$ cat src/rtl/fetch_pkg.sv
// Shared types for the fetch stage: the fetch->decode record and the fetch FSM states.
package fetch_pkg;

    typedef logic [31:0] word_t;

    typedef struct packed {
        word_t pcplus4;
        word_t raw_instr;
        logic  exception_instr;
        logic  i_tlb_invalid;
        logic  i_tlb_modified;
        logic  i_tlb_refill;
    } fetch_data_t;

    localparam int FETCH_DATA_W = $bits(fetch_data_t);

    typedef enum logic [1:0] {
        REQ  = 2'd0,
        WAIT = 2'd1,
        HOLD = 2'd2,
        DROP = 2'd3
    } fetch_state_t;

endpackage

$ cat src/rtl/fetch_issue_unit.sv
// Fetch issue unit: owns the fetch PC, drives a single-outstanding ibus request and hands records to decode.
// Optional macro FETCH_TLB_EXC_EN turns itlb flags into fetch exceptions and copies them into records.
module fetch_issue_unit
    import fetch_pkg::*;
#(
    parameter logic [31:0] RESET_PC = 32'hbfc0_0000
) (
    input  logic                    clk,
    input  logic                    resetn,
    input  logic                    redirect_valid,
    input  logic [31:0]             redirect_pc,
    output logic                    ireq_valid,
    output logic [31:0]             ireq_addr,
    input  logic                    iresp_addr_ok,
    input  logic                    iresp_data_ok,
    input  logic [31:0]             iresp_data,
    input  logic                    itlb_invalid,
    input  logic                    itlb_modified,
    input  logic                    itlb_refill,
    output logic                    out_valid,
    output logic [FETCH_DATA_W-1:0] out_data,
    input  logic                    out_ready
);

    fetch_state_t state_q, state_d;
    word_t        pc_q, pc_d;
    logic         out_valid_q, out_valid_d;
    fetch_data_t  rec_q, rec_d;

    word_t        pcplus4;
    logic         fault;
    logic [2:0]   tlb_flags;
    logic         tlb_exc;

`ifdef FETCH_TLB_EXC_EN
    assign tlb_flags = {itlb_invalid, itlb_modified, itlb_refill};
    assign tlb_exc   = |tlb_flags;
`else
    logic unused_tlb;
    assign unused_tlb = itlb_invalid ^ itlb_modified ^ itlb_refill;
    assign tlb_flags  = 3'b000;
    assign tlb_exc    = 1'b0;
`endif

    assign pcplus4 = pc_q + 32'd4;
    assign fault   = (pc_q[1:0] != 2'b00);

    // Request only from registered state/pc; resetn gate keeps the bus quiet while held in reset.
    assign ireq_valid = resetn && (state_q == REQ) && !fault && !tlb_exc;
    assign ireq_addr  = pc_q;
    assign out_valid  = out_valid_q;
    assign out_data   = rec_q;

    always_comb begin
        state_d     = state_q;
        pc_d        = pc_q;
        out_valid_d = out_valid_q;
        rec_d       = rec_q;

        case (state_q)
            REQ: begin
                // A redirect beats a local fault: the faulting pc is no longer architectural.
                if (redirect_valid) begin
                    if (ireq_valid && iresp_addr_ok) begin
                        state_d = DROP;
                    end
                end else if (fault) begin
                    rec_d                 = '0;
                    rec_d.pcplus4         = pcplus4;
                    rec_d.exception_instr = 1'b1;
                    out_valid_d           = 1'b1;
                    state_d               = HOLD;
                end else if (tlb_exc) begin
                    rec_d                = '0;
                    rec_d.pcplus4        = pcplus4;
                    rec_d.i_tlb_invalid  = tlb_flags[2];
                    rec_d.i_tlb_modified = tlb_flags[1];
                    rec_d.i_tlb_refill   = tlb_flags[0];
                    out_valid_d          = 1'b1;
                    state_d              = HOLD;
                end else if (iresp_addr_ok) begin
                    rec_d                = '0;
                    rec_d.pcplus4        = pcplus4;
                    rec_d.i_tlb_invalid  = tlb_flags[2];
                    rec_d.i_tlb_modified = tlb_flags[1];
                    rec_d.i_tlb_refill   = tlb_flags[0];
                    state_d              = WAIT;
                end
            end
            WAIT: begin
                if (iresp_data_ok) begin
                    if (redirect_valid) begin
                        state_d = REQ;
                    end else begin
                        rec_d.raw_instr = iresp_data;
                        out_valid_d     = 1'b1;
                        state_d         = HOLD;
                    end
                end else if (redirect_valid) begin
                    state_d = DROP;
                end
            end
            DROP: begin
                if (iresp_data_ok) begin
                    state_d = REQ;
                end
            end
            HOLD: begin
                if (redirect_valid) begin
                    out_valid_d = 1'b0;
                    state_d     = REQ;
                end else if (out_ready) begin
                    pc_d        = pcplus4;
                    out_valid_d = 1'b0;
                    state_d     = REQ;
                end
            end
            default: state_d = REQ;
        endcase

        if (redirect_valid) begin
            pc_d = redirect_pc;
        end
    end

    always_ff @(posedge clk or negedge resetn) begin
        if (!resetn) begin
            state_q     <= REQ;
            pc_q        <= RESET_PC;
            out_valid_q <= 1'b0;
            rec_q       <= '0;
        end else begin
            state_q     <= state_d;
            pc_q        <= pc_d;
            out_valid_q <= out_valid_d;
            rec_q       <= rec_d;
        end
    end

endmodule

$ cat config.mk
export PLATFORM = sky130hd
export DESIGN_NAME = fetch_issue_unit
export DESIGN_NICKNAME = d
export VERILOG_FILES = /design/src/rtl/fetch_pkg.sv /design/src/rtl/fetch_issue_unit.sv
export SDC_FILE = /design/constraint.sdc
export NUM_CORES = 1
export LEC_CHECK = 0
export ABC_CLOCK_PERIOD_IN_PS = 2100
export BUFFER_PORTS_ARGS = -buffer_cell sky130_fd_sc_hd__buf_4
export CAP_MARGIN = 20
export CORE_ASPECT_RATIO = 0.9
export CORE_MARGIN = 2
export CORE_UTILIZATION = 27
export CTS_CLUSTER_DIAMETER = 80
export DETAILED_ROUTE_END_ITERATION = 10
export GPL_ROUTABILITY_DRIVEN = 0
export GPL_TIMING_DRIVEN = 0
export REMOVE_ABC_BUFFERS = 1
export SYNTH_ARGS = -nofsm -noshare
export SYNTH_HDL_FRONTEND = slang
export SYNTH_SLANG_ARGS = --single-unit
$ cat constraint.sdc
create_clock -name clk -period 2.1 [get_ports clk]
set_clock_uncertainty 0.1 [all_clocks]
set_input_delay 0 -clock clk [delete_from_list [all_inputs] [get_ports clk]]
set_output_delay 0 -clock clk [all_outputs]
set_load 0.02 [all_outputs]
Yosys cells after proc, flatten, opt, wreduce, memory -nomap -nowiden:

Cells that the tools add are included.

* bits in registers: 103
* latch bits: 0
* bits in writable memories: 0
* ROM bits: 0
* logic and storage cells: 67
* memories kept: 0

* add/sub/neg operators: 1
* $mul: 0
* div/mod/pow operators: 0
* order comparisons: 0
* equal/unequal tests: 13
* shift-type cells: 0
* multiplexer cells: 27
* bitwise gates (word level): 1
* reductions and logical operators: 16

Operators with widths (count)
* $mux 32: 5
* $mux 68: 2
* $pmux 32 s2: 1
* $mux 36: 1
* $add 32x3->32 const B: 1
* $mux 2: 10
* $ne 2x2->1 const B: 5
* $reduce_and 5->1: 2
* $reduce_bool 2->1: 5
* $ne 3x3->1 const B: 3
* $pmux 2 s4: 1
* $mux 1: 6
* $reduce_and 6->1: 1
* $eq 2x2->1 const B: 2
* $ne 4x4->1 const B: 1
* $logic_and 1x1->1: 3
* $ne 3x2->1 const B: 1
* $pmux 1 s3: 1
* $reduce_and 3->1: 1
* $reduce_bool 3->1: 1
* $eq 2x1->1 const B: 1
* $logic_not 2->1: 1
* $reduce_and 2->1: 1
* $logic_not 1->1: 1
* $not 1->1: 1

Longest topological paths before layout:

* depth in word-level cells: 7
* mapped depth: 8

Worst setup path after synthesis:

Ideal clock, no wire load.

* path kind: register to register
* start: register pc_q[23] (netlist: ireq_addr[23])
* end: register pc_q[27] (netlist: ireq_addr[27])
* library setup time: 0.086 ns
* arrival: 1.873 ns
* data required time: 1.914 ns
* path slack: 0.041 ns
* cell stages (with the launch flop): 7
* buffers on the path: 1
* path through: dfstp_2 > buf_4 > nand4_2 > or4_1 > nor4_2 > xnor2_1 > o21ai_2

* longest elaborated chain between the ends: 4

RTL lines
* from (decl): line fetch_issue_unit.sv:26 `word_t pc_q, pc_d;`
* from (signal assigned): line fetch_issue_unit.sv:134 `pc_q <= pc_d;`
* $add 32x3->32: line fetch_issue_unit.sv:45 `assign pcplus4 = pc_q + 32'd4;`
* $mux 32: line fetch_issue_unit.sv:112 `end else if (out_ready) begin`
* $mux 32: line fetch_issue_unit.sv:60 `case (state_q)`
* $mux 32: line fetch_issue_unit.sv:121 `if (redirect_valid) begin`

Every way passes these cells. The select of a mux whose other input is x is not followed.
A chain may end at the register's enable or synchronous reset.

Worst setup path in the final report:

* start: register pc_q[26] (netlist: ireq_addr[26])
* end: register pc_q[30] (netlist: ireq_addr[30])

Same word-level chain as after synthesis.

==> flow_summary.yaml <==
yosys:
  async_reset_ff_share_pct: 100.0
  synth_top_family_by_area: "simple AND/OR/NAND/NOR gates"
  synth_cell_types: 46
  synthTopCellsByArea: "dfrtp_1, nand2_1, xnor2_1, o21ai_1, dfstp_2"
  syn_avg_cell_area_um2: 9.026
  synth_seq_cells: 100
  synth_seq_area_share_pct: 50.09
  synth_commonest_cells: "nand2_1, dfrtp_1, o21ai_1"
  synth_top_cell_by_area: "dfrtp_1"
  synth_most_common_cell: "nand2_1"
  yosysTopAreaCellShare_pct: 45.38
  syn_inst: 556
  yosys.area_share.simple_pct: 23.83
  synth-edff-count: 0
  yosysWarnings: 0
  ys.flop_type: "dfrtp_1"
  synth-xor-area-share_pct: 9.773
  synthAdderAreaFrac_pct: 0.2493
  syn_area_um2: 5019
  synthMuxAreaShare_pct: 0.6482
  synth_compound_area_share_pct: 10.87
cells_and_area:
  drive_gt1_share_pct: 32.10
  fin_nets: 851
  stdcell_count: 1028
  syn2layout_area_growth_pct: 53.33
floorplan:
  num_io_pins: 175
  fp.dieW_um: 147.7
  dieArea_um2: 19700
  die_height_um: 133.3
  coreArea_um2: 18290
  start_util_pct: 27.44
  row_count: 47
critical_path:
  cp_cell_sequence: "nand4_2 -> or3_1 -> nor4_4 -> xnor2_1 -> o21ai_1"
  crit_path_start_kind: "register"
  required_ns: 2.21
  cp_max_fo: 5
  critPathKind: "register to register"
  worst_setup_path_end_kind: "register"
  cpMaxStageDelayCell: "dfstp_2"
  cpPeakStageDelay_ns: 0.60
  cp.arrival_ns: 2.16
clock_tree:
  cts_root_buf: "clkbuf_16"
  worst_skew_pair.late_latency_ns: 0.35
  cts_tree: "yes"
  clockBufferDepth: 2
  clk_pin_slew_ns: 0.08
  cts_buffers: 9
  htree_levels: 3
  cts_sinks: 100
routing:
  vias: 4580
  highest_layer: "met4"
  postRouteAntennaNets: 0
  drt_iter0_markers: 152
  drt_wl_total_mm: 14.87
  dr_wl_met2_mm: 6.973
  wl_met1_mm: 6.880
  via_per_inst: 4.455
  drc: 0
  drt_pass1_iterations: 4
  wire_per_inst_um: 14.46
  wl_met3_um: 758
placed_design:
  dp.cells: 932
  numPortBuffers: 168
  hpwl_mm: 10.05
sta:
  fin_crit_sh_pct: 97.50
  slew_violations: 0
  fmax_mhz: 488.4
  finalHoldViolCount: 0
  worst_pin_slew_ns: 0.7169
  rsz0062_at_grt: "yes"
  finalCriticalPeriod_ns: 2.048
  whs_ns: 0.01516
  setup_violations: 0
  setup-tns-final_ns: 0
  slew_headroom_pct: 52.21
pwr:
  power.total_w: 0.007067
  p_per_area_nw_per_um2: 918.3
  leakage_nw: 3.320
  ir_drop_mv: 0.6005
global_routing:
  gr-total-overflow: 0
  grtUsageTotal_pct: 15.47
  antenna_found_initial: 1
  grt_max_degree: 72
  grt_pass1_vias: 4570
  grt_pass1_wl_mm: 24.33
min_path:
  hp-class: "primary input to async pin"
flow_run:
  max_cap_viol_count: 0
outcome:
  outcome: "finished, final reports clean"
## critical path: cells and delay by family, from the launching register on
kind	cells	cell delay [ns]
simple gates	3	0.97
compound gates	1	0.07
xor+xnor	1	0.16
flops	1	0.60
## metal layers
metal | vias to the layer above | track usage [%]
met1 | 2153 | 21.01
li1 | 2297 | -
met2 | 113 | 24.65
met5 | - | 0
met3 | 17 | 3.767
met4 | 0 | 4.380
## what timing repair did
action,CTS,global route
hold endpoints to repair,111,0
pin swaps,1,2
hold buffers,68,0
setup endpoints to repair,78,51
buffers inserted,7,4
resized for setup,9,23
## sequential cells by signal (all words and copies together), names as in the netlist
register   cells
ireq_addr     32
state_q        2
out_data      65
out_valid      1
## report_power, final
group	switching (W)	internal (W)	leakage (nW)
sequential	0.000393	0.00242	1.26
clock	0.000765	0.000840	0.132
combinational	0.00148	0.00117	1.93
## layout make-up
| class | count | area (µm²) |
|---|---|---|
| Timing Repair Buffer | 252 | 2163 |
| Tap cell | 245 | 306.5 |
| Fill cell | 1811 | 10590 |
| Multi-Input combinational cell | 411 | 2406 |
| Antenna cell | 1 | 2.502 |
| Clock inverter | 5 | 37.54 |
| Inverter | 3 | 11.26 |
| Clock buffer | 11 | 242.7 |
| Sequential cell | 100 | 2525 |
## cell families (layout without fill, tap and decap cells)
family | count (synthesis) | in the layout
adder cells (fa/ha/maj) | 1 | 1
XOR/XNOR | 56 | 56
AO/OA/AOI/OAI | 104 | 104
flip-flops | 100 | 100
AND/OR/NAND/NOR | 244 | 244
multiplexers | 3 | 3
buffers and inverters | 47 | 271
other | 1 | 4
## per-stage QoR
step	cell area (µm²)	setup slack [ns]	util (%)
6_report	7695	0.05241	42.07
3_5_place_dp	6511	-0.6291	35.60
5_1_grt	7695	-0.04733	42.07
2_1_floorplan	4813	-0.6819	-
3_3_place_gp	6381	-1.625	34.89
4_1_cts	7551	0.01406	41.29
## layout by cell type, fill, tap and decap left out, drive strengths merged, types with 5 or more instances in the layout
cell type	instances
nand4	13
dfrtp	91
dfstp	9
buf	184
nor2	20
or3	5
nor4	9
nand3	15
xor2	15
clkbuf	11
dlygate4sd3	68
nor3	17
xnor2	41
o21ai	99
nand2	151
## final timing paths
kind | from | end | slack [ns] | depth (start not counted)
max | ireq_addr[26] | ireq_addr[30] | 0.05 | 5
min | resetn | out_data[53] | 0.02 | 2
max reg2reg | ireq_addr[26] | ireq_addr[30] | 0.05 | 5
min reg2reg | out_data[56] | out_data[56] | 0.38 | 2
max in group asynchronous | resetn | state_q[0] | 1.20 | 3
min in group clk | redirect_valid | ireq_addr[26] | 0.07 | 3
Note: power is estimated with default switching activity, not from simulation.
